## src/rtl/dmem_pkg.sv

```systemverilog
`default_nettype none
// ----------------------------------------------------------------------------
// Module   : dmem_pkg
// Brief    : Shared state encoding and access-field constants for the data
//            memory responder and its byte array.
// Revision : 1.0
// ----------------------------------------------------------------------------
package dmem_pkg;

  typedef enum logic [1:0] {
    IDLE = 2'd0,
    WAIT = 2'd1,
    DONE = 2'd2
  } state_t;

  localparam logic SIZE_BYTE = 1'b0;
  localparam logic SIZE_WORD = 1'b1;
  localparam logic RW_READ   = 1'b0;
  localparam logic RW_WRITE  = 1'b1;

endpackage
`default_nettype wire

```

## src/rtl/dmem_array.sv

```systemverilog
`default_nettype none
// ----------------------------------------------------------------------------
// Module   : dmem_array
// Brief    : Big-endian byte-addressed storage with byte/word read and write
//            muxing. Word accesses always use the aligned base of i_addr.
// Revision : 1.0
// ----------------------------------------------------------------------------
module dmem_array
  import dmem_pkg::*;
#(
  parameter int ADDR_W = 8
) (
  input  logic              clk,
  input  logic              i_we,
  input  logic              i_size,
  input  logic [ADDR_W-1:0] i_addr,
  input  logic [31:0]       i_wdata,
  output logic [31:0]       o_rdata
);

  logic [7:0] r_mem [0:(1<<ADDR_W)-1];

  logic [ADDR_W-1:0] w_a0, w_a1, w_a2, w_a3;

  assign w_a0 = {i_addr[ADDR_W-1:2], 2'b00};
  assign w_a1 = {i_addr[ADDR_W-1:2], 2'b01};
  assign w_a2 = {i_addr[ADDR_W-1:2], 2'b10};
  assign w_a3 = {i_addr[ADDR_W-1:2], 2'b11};

  // No reset: contents must survive a responder reset.
  always_ff @(posedge clk) begin
    if (i_we) begin
      if (i_size == SIZE_WORD) begin
        r_mem[w_a0] <= i_wdata[31:24];
        r_mem[w_a1] <= i_wdata[23:16];
        r_mem[w_a2] <= i_wdata[15:8];
        r_mem[w_a3] <= i_wdata[7:0];
      end else begin
        r_mem[i_addr] <= i_wdata[7:0];
      end
    end
  end

  always_comb begin
    o_rdata = '0;
    if (i_size == SIZE_WORD) begin
      o_rdata = {r_mem[w_a0], r_mem[w_a1], r_mem[w_a2], r_mem[w_a3]};
    end else begin
      o_rdata = {24'b0, r_mem[i_addr]};
    end
  end

endmodule
`default_nettype wire

```

## src/rtl/data_mem_responder.sv

```systemverilog
`default_nettype none
// ----------------------------------------------------------------------------
// Module   : data_mem_responder
// Brief    : Wait-stated data memory slave for the MEM stage: IDLE/WAIT/DONE
//            FSM, wait counter, alignment handling. Define
//            DMEM_ALIGN_CHECK_EN to flag misaligned word accesses on err.
// Revision : 1.0
// ----------------------------------------------------------------------------
module data_mem_responder
  import dmem_pkg::*;
#(
  parameter int ADDR_W      = 8,
  parameter int WAIT_CYCLES = 2
) (
  input  logic              clk,
  input  logic              reset,
  input  logic              E,
  input  logic              RW,
  input  logic              SIZE,
  input  logic [ADDR_W-1:0] A,
  input  logic [31:0]       DI,
  output logic [31:0]       DO,
  output logic              ready,
  output logic              busy,
  output logic              err
);

  localparam logic [3:0] c_cnt_init = 4'(WAIT_CYCLES);

  state_t            r_state;
  logic [3:0]        r_cnt;
  logic              r_rw;
  logic              r_size;
  logic [ADDR_W-1:0] r_addr;
  logic [31:0]       r_wdata;
  logic              r_mis;
  logic              r_err;

  logic              w_mis_in;
  logic [ADDR_W-1:0] w_addr_in;
  logic              w_access;
  logic              w_we;
  logic [31:0]       w_rdata;

`ifdef DMEM_ALIGN_CHECK_EN
  assign w_mis_in  = (SIZE == SIZE_WORD) && (A[1:0] != 2'b00);
  assign w_addr_in = A;
  assign err       = r_err;
`else
  assign w_mis_in  = 1'b0;
  assign w_addr_in = (SIZE == SIZE_WORD) ? {A[ADDR_W-1:2], 2'b00} : A;
  assign err       = 1'b0;
`endif

  // The access itself happens on the WAIT->DONE edge.
  assign w_access = (r_state == WAIT) && (r_cnt == 4'd0);
  assign w_we     = w_access && (r_rw == RW_WRITE) && !r_mis;

  dmem_array #(
    .ADDR_W (ADDR_W)
  ) u_array (
    .clk     (clk),
    .i_we    (w_we),
    .i_size  (r_size),
    .i_addr  (r_addr),
    .i_wdata (r_wdata),
    .o_rdata (w_rdata)
  );

  always_ff @(posedge clk or posedge reset) begin
    if (reset) begin
      r_state <= IDLE;
      r_cnt   <= 4'd0;
      r_rw    <= RW_READ;
      r_size  <= SIZE_BYTE;
      r_addr  <= '0;
      r_wdata <= 32'd0;
      r_mis   <= 1'b0;
      r_err   <= 1'b0;
      DO      <= 32'd0;
      ready   <= 1'b0;
      busy    <= 1'b0;
    end else begin
      ready <= 1'b0;
      r_err <= 1'b0;
      case (r_state)
        IDLE: begin
          if (E) begin
            r_rw    <= RW;
            r_size  <= SIZE;
            r_addr  <= w_addr_in;
            r_wdata <= DI;
            r_mis   <= w_mis_in;
            r_cnt   <= c_cnt_init;
            r_state <= WAIT;
            busy    <= 1'b1;
          end
        end
        WAIT: begin
          if (r_cnt == 4'd0) begin
            r_state <= DONE;
            ready   <= 1'b1;
            r_err   <= r_mis;
            if ((r_rw == RW_READ) && !r_mis) begin
              DO <= w_rdata;
            end
          end else begin
            r_cnt <= r_cnt - 4'd1;
          end
        end
        DONE: begin
          r_state <= IDLE;
          busy    <= 1'b0;
        end
        default: begin
          r_state <= IDLE;
          busy    <= 1'b0;
        end
      endcase
    end
  end

endmodule
`default_nettype wire
```

## config.mk

```make
export PLATFORM = sky130hd
export DESIGN_NAME = data_mem_responder
export DESIGN_NICKNAME = d
export VERILOG_FILES = /design/src/rtl/dmem_pkg.sv /design/src/rtl/dmem_array.sv /design/src/rtl/data_mem_responder.sv
export SDC_FILE = /design/constraint.sdc
export NUM_CORES = 2
export LEC_CHECK = 0
export CAP_MARGIN = 20
export CORE_ASPECT_RATIO = 0.5
export CORE_MARGIN = 2
export CORE_UTILIZATION = 35
export CTS_CLUSTER_DIAMETER = 200
export DETAILED_ROUTE_END_ITERATION = 16
export PLACE_DENSITY = 0.49
export SYNTH_ARGS = -nofsm -noshare
export SYNTH_HDL_FRONTEND = slang
export SYNTH_SLANG_ARGS = --single-unit
```

## constraint.sdc

```tcl
create_clock -name clk -period 4.91 [get_ports clk]
set_clock_uncertainty 0.2 [all_clocks]
set_input_delay 0.491 -clock clk [delete_from_list [all_inputs] [get_ports clk]]
set_output_delay 0.491 -clock clk [all_outputs]
set_load 0.03 [all_outputs]
```

Word level (Yosys, flattened, before mapping)

Memory sizes are Yosys's and may differ from the RTL's.
Index checks and enable logic that the tools add are counted.

Bits of input ports: 45
Bits in writable memories: 2048
Word-level logic and storage cells: 49
Register bits: 82
Bits in latches: 0
Memories kept: 1
ROM bits: 0

Memory list:

| name          | words | bits a word | rd ports | clocked after memory_dff | write ports | line             | text |
|---|---|---|---|---|---|---|---|
| u_array.r_mem | 256   | 8           | 5        | 0                        | 4           | dmem_array.sv:21 | `logic [7:0] r_mem [0:(1<<ADDR_W)-1];` |

Divide/modulo/power cells: 0
Multipliers: 0
Order comparisons: 0
Shift operators: 0
Reduce and logical (&&, ||, !) cells: 11
Equality and inequality tests: 4
Bitwise operators: 2
Add/sub/neg operators: 1
Muxes and demuxes: 21

Operators with widths:

| operator            | count |
|---|---|
| $mux 32             | 1 |
| $mux 8              | 2 |
| $mux 1              | 10 |
| $mux 4              | 2 |
| $pmux 4 s2          | 1 |
| $reduce_or 8->1     | 1 |
| $mux 2              | 3 |
| $reduce_and 2->1    | 3 |
| $reduce_and 3->1    | 2 |
| $logic_not 4->1     | 1 |
| $ne 2x2->1 const B  | 2 |
| $pmux 2 s2          | 1 |
| $sub 4x1->4 const B | 1 |
| $eq 2x1->1 const B  | 1 |
| $logic_and 1x1->1   | 2 |
| $logic_not 2->1     | 1 |
| $ne 2x1->1 const B  | 1 |
| $not 1->1           | 2 |
| $pmux 1 s2          | 1 |
| $reduce_bool 2->1   | 1 |

Depth between registers and ports, before layout

Depth after elaboration: 7
Depth in mapped cells: 13
Depth with buffers taken out: 9

Hierarchy

From an unflattened synthesis, not the netlist that was laid out.

Cell total of the unflattened synthesis: 7233
Area, all modules: 115240.5 sq um

By module, submodules not included:

| module             | cells an instance | times used | area each (sq um) | seq. area each (sq um) |
|---|---|---|---|---|
| dmem_array         | 6944              | 1          | 111914.8          | 61499.0 |
| data_mem_responder | 289               | 1          | 3325.7            | 2052.0 |

Worst setup path after synthesis

Ideal clock, no wire load.

Path type: reg2reg
Start: register r_cnt[0]
End: memory u_array.r_mem[33][0], enable pin
Cell stages (with the launch flop): 12
Data arrival time: 2.759 ns
Library setup time: 0.384 ns
Setup slack: 1.567 ns
Clock period less this slack: 3.343 ns
Path buffers: 4
Required time: 4.326 ns
Cells stage by stage: dfrtp_1 > inv_1 > ha_1 > or3b_2 > clkbuf_1 > nor2_1 > and3_1 > clkbuf_1 > nand2_1 > clkbuf_1 > clkbuf_1 > o21ai_0

RTL lines:

| item                   | line                      | text |
|---|---|---|
| start, declared        | data_mem_responder.sv:31  | `logic [3:0] r_cnt;` |
| start signal, assigned | data_mem_responder.sv:94  | `r_cnt <= c_cnt_init;` |
| start signal, assigned | data_mem_responder.sv:108 | `r_cnt <= r_cnt - 4'd1;` |
| end, declared          | dmem_array.sv:21          |  |

Final worst setup path

Start: register r_addr[0]
End: register DO[0]

Cells in the longest elaborated chain, start to end: 2

Ends and longest elaborated chain:

| item                   | line                      | text |
|---|---|---|
| start, declared        | data_mem_responder.sv:34  | `logic [ADDR_W-1:0] r_addr;` |
| start signal, assigned | data_mem_responder.sv:91  | `r_addr <= w_addr_in;` |
| $mem_v2 256x8          | n/a                       |  |
| $mux 32                | dmem_array.sv:46          | `if (i_size == SIZE_WORD) begin` |
| end signal, assigned   | data_mem_responder.sv:105 | `DO <= w_rdata;` |
| end, declared          | data_mem_responder.sv:22  | `output logic [31:0] DO,` |

Every way passes these cells.
A chain may end at the register's enable or synchronous reset.

==> flow_metrics.env <==
export IMPL_worst_path_stages=8
export IMPL_first_global_vias=75400
export IMPL_critPathCaptureType="flip-flop"
export IMPL_clock_root_buffer="clkbuf_16"
export IMPL_path_buf_inv=2
export IMPL_mostFrequentLayoutCell="edfxtp_1"
export IMPL_clock_sinks=2130
export IMPL_worst_hold_path_num_cells=3
export IMPL_wl_per_cell_um=47.1
export IMPL_fmax_mhz=214
export IMPL_portBuffers=78
export IMPL_critPathMaxFanout=26
export IMPL_coreArea_mm2=0.326
export IMPL_hold_violations=0
export IMPL_period_minus_slack_ps=4670
export IMPL_tns_ps=0
export IMPL_period_share_pct=95.1
export IMPL_ys_flop_type="edfxtp_1"
export IMPL_nFillCells=29800
export IMPL_multiInputGateArea_mm2=0.0481
export IMPL_die_h_um=409
export IMPL_synth_cells=7234
export IMPL_stdcell_count=12100
export IMPL_finalNetCount=7610
export IMPL_netlist_area_mm2=0.115
export IMPL_cpLargestDelayFamily="multiplexers"
export IMPL_drive_gt1_share_pct=48.1
export IMPL_critPathArrivalTime_ps=5290
export IMPL_io_pins=80
export IMPL_peakVddDrop_v=0.000485
export IMPL_fin_area_mm2=0.132
export IMPL_antenna_found_initial=85
export IMPL_post_cts_setup_buffer_count=0
export IMPL_start_util_pct=35.2
export IMPL_finalMaxSlewViolations=0
export IMPL_cp_slowest_cell="dfrtp_4"
export IMPL_ys_warn_count=0
export IMPL_synth_edf_count=2048
export IMPL_final_util_pct=40.6
export IMPL_finalPower_w=0.0855
export IMPL_worst_setup_path_start_kind="flip-flop"
export IMPL_hpwl_mm=408
export IMPL_slew_headroom_pct=14.5
export IMPL_grt_max_degree=133
export IMPL_dpl_cell_count=11600
export IMPL_ff2ff_path_depth=8
export IMPL_crit_top_cell="mux4_2"
export IMPL_r2r_setup_slack_ps=240
export IMPL_setup_viol=0
export IMPL_grt_usage_pct=33.4
export IMPL_power_density_mw_per_mm2=647
export IMPL_min_delay_start="A[0]"
export IMPL_r2r_end="DO[0]$_DFFE_PP0P_"
export IMPL_worst_pin_slew_ps=1280
export IMPL_placed_area_mm2=0.125
export IMPL_wl_mm=571
export IMPL_async_flop_share_pct=3.85
export IMPL_cts_buffers=218
export IMPL_grt_pass1_wl_mm=747
export IMPL_vias=80800
export IMPL_clock_latency_ps=960
export IMPL_crit_type="flip-flop to flip-flop"
export IMPL_first_iter_violations=14600
export IMPL_cts_buffer_depth=4
export IMPL_antenna_left=0
export IMPL_max_cap_violations=0
export IMPL_synthToLayoutAreaGrowth_pct=15.2
export IMPL_synth_cell_types=86
export IMPL_cts_resized=0
export IMPL_vias_per_cell=6.67
export IMPL_firstDrtPassIters=6
export IMPL_run_status="finished, final reports clean"
export IMPL_gp_congestion=1.06
export IMPL_critPathRequiredTime_ps=5520
export IMPL_synth_seq_cells=2130
export IMPL_grt_setup_unrepaired="false"
export IMPL_synth_area_per_cell_um2=15.9
export IMPL_die_area_mm2=0.333
export IMPL_cts_tree="done"
export IMPL_hold_buffers=36
export IMPL_crit_path_cell_trace="buf_12 -> buf_4 -> mux4_2 -> mux4_2 -> a22oi_1 -> nand3_1 -> a21oi_1 -> a31oi_1"
export IMPL_die_x_um=814
export IMPL_cp_slowest_stage_delay_ps=970
export IMPL_drc=0
export IMPL_hold_class="input port to flip-flop"
export IMPL_cts_max_level=4
export IMPL_timing_rr_start="r_addr[0]$_DFFE_PP0P_"
export IMPL_synth_seq_area_share_pct=55.3
export IMPL_std_cell_rows=148
export IMPL_seq_area_mm2=0.0637
export IMPL_clk_pin_slew_ps=70
export IMPL_grt_remaining_overflow=0
export IMPL_min_to="r_addr[0]$_DFFE_PP0P_"
export IMPL_p_leak_nw=43.9
export IMPL_synth_nets=7281
export IMPL_layout_common_cells="2048 x edfxtp_1, 1579 x mux2_2, 791 x mux4_2"
-- worst register-to-register path, delay by kind of cell, from the launching register on --
| kind | cells | cell delay, ps |
|---|---|---|
| and+or+nand+nor | 1 | 260 |
| muxes | 2 | 1220 |
| AOI/OAI and AO/OA | 3 | 1030 |
| DFF | 1 | 970 |
| buffers and inverters | 2 | 860 |
-- worst max-delay path by stage --
stage,from,endpoint,slack [ps]
3_5_place_dp,r_addr[0]$_DFFE_PP0P_,DO[0]$_DFFE_PP0P_,520
6_report,r_addr[0]$_DFFE_PP0P_,DO[0]$_DFFE_PP0P_,240
5_1_grt,r_addr[0]$_DFFE_PP0P_,DO[0]$_DFFE_PP0P_,310
3_3_place_gp,r_addr[0]$_DFFE_PP0P_,DO[0]$_DFFE_PP0P_,550
2_1_floorplan,r_cnt[0]$_DFFE_PP0P_,u_array.r_mem[33][0]$_DFFE_PP_,1570
4_1_cts,r_addr[0]$_DFFE_PP0P_,DO[0]$_DFFE_PP0P_,510
-- synth_stat cells (17+ instances only) --
cell / number / area share [%]
edfxtp_1: 2048 / 54
mux2_2: 1579 / 15
mux4_2: 791 / 16
clkbuf_1: 486 / 1.6
nand2_1: 398 / 1.3
mux2i_1: 212 / 1.8
o21ai_0: 193 / 0.84
nor2_1: 189 / 0.62
buf_2: 152 / 0.66
a22oi_1: 117 / 0.76
nand2_2: 101 / 0.55
o22ai_1: 101 / 0.55
dfrtp_1: 82 / 1.8
a21oi_1: 78 / 0.34
buf_4: 56 / 0.37
buf_1: 53 / 0.17
nor2_2: 49 / 0.27
a221oi_1: 46 / 0.35
nand3_1: 42 / 0.18
nor3_1: 31 / 0.14
a22o_1: 29 / 0.22
a31oi_1: 29 / 0.16
a211oi_1: 25 / 0.16
nor3_4: 18 / 0.25
o21bai_1: 18 / 0.12
nor2b_1: 17 / 0.093
-- power by group --
group	switching, W	internal (W)
sequential	0.00294	0.0226
combinational	0.0273	0.0151
clock	0.00794	0.00961
total	0.0382	0.0474
-- state kept, by name (all words and copies together), names as in the netlist --
register,cells
DO,32
busy,1
r_addr,8
r_cnt,4
r_rw,1
r_size,1
r_state,2
r_wdata,32
ready,1
u_array.r_mem,2048
-- stage by stage --
step	setup WS (ps)	hold WS, ps
3_3_place_gp	552	264
2_1_floorplan	1570	272
5_1_grt	312	80.7
6_report	239	78.5
4_1_cts	509	40.9
3_5_place_dp	524	277
-- metal layers --
metal | share of wire (%) | track usage (%) | up-vias
met3 | 15 | 13.5 | 977
met1 | 41 | 47.7 | 43800
met4 | 4.5 | 12.2 | 40
met5 | 0.040 | 0 | -
met2 | 40 | 45.4 | 6068
li1 | - | - | 30000
-- cell type report --
class	instances	share of cell area, %
tap	4350	4.11
timing repair buffer	869	5.91
inverter	12	0.0445
sequential	2130	48.1
antenna	20	0.0378
clock inverter	108	0.855
multi-input combinational	4332	36.4
clock buffer	290	4.50
-- cell families after synthesis --
kind of cell	count (synthesis)	synth area share, %
other	1	0.00327
AOI/OAI and AO/OA	764	4.48
buffers and inverters	772	2.96
muxes	2597	33.0
and+or+nand+nor	966	4.19
xor gates and xnor gates	2	0.0153
DFF	2130	55.3
adders and majority gates	2	0.0218
No activity file was read; power rests on OpenSTA's default activity.
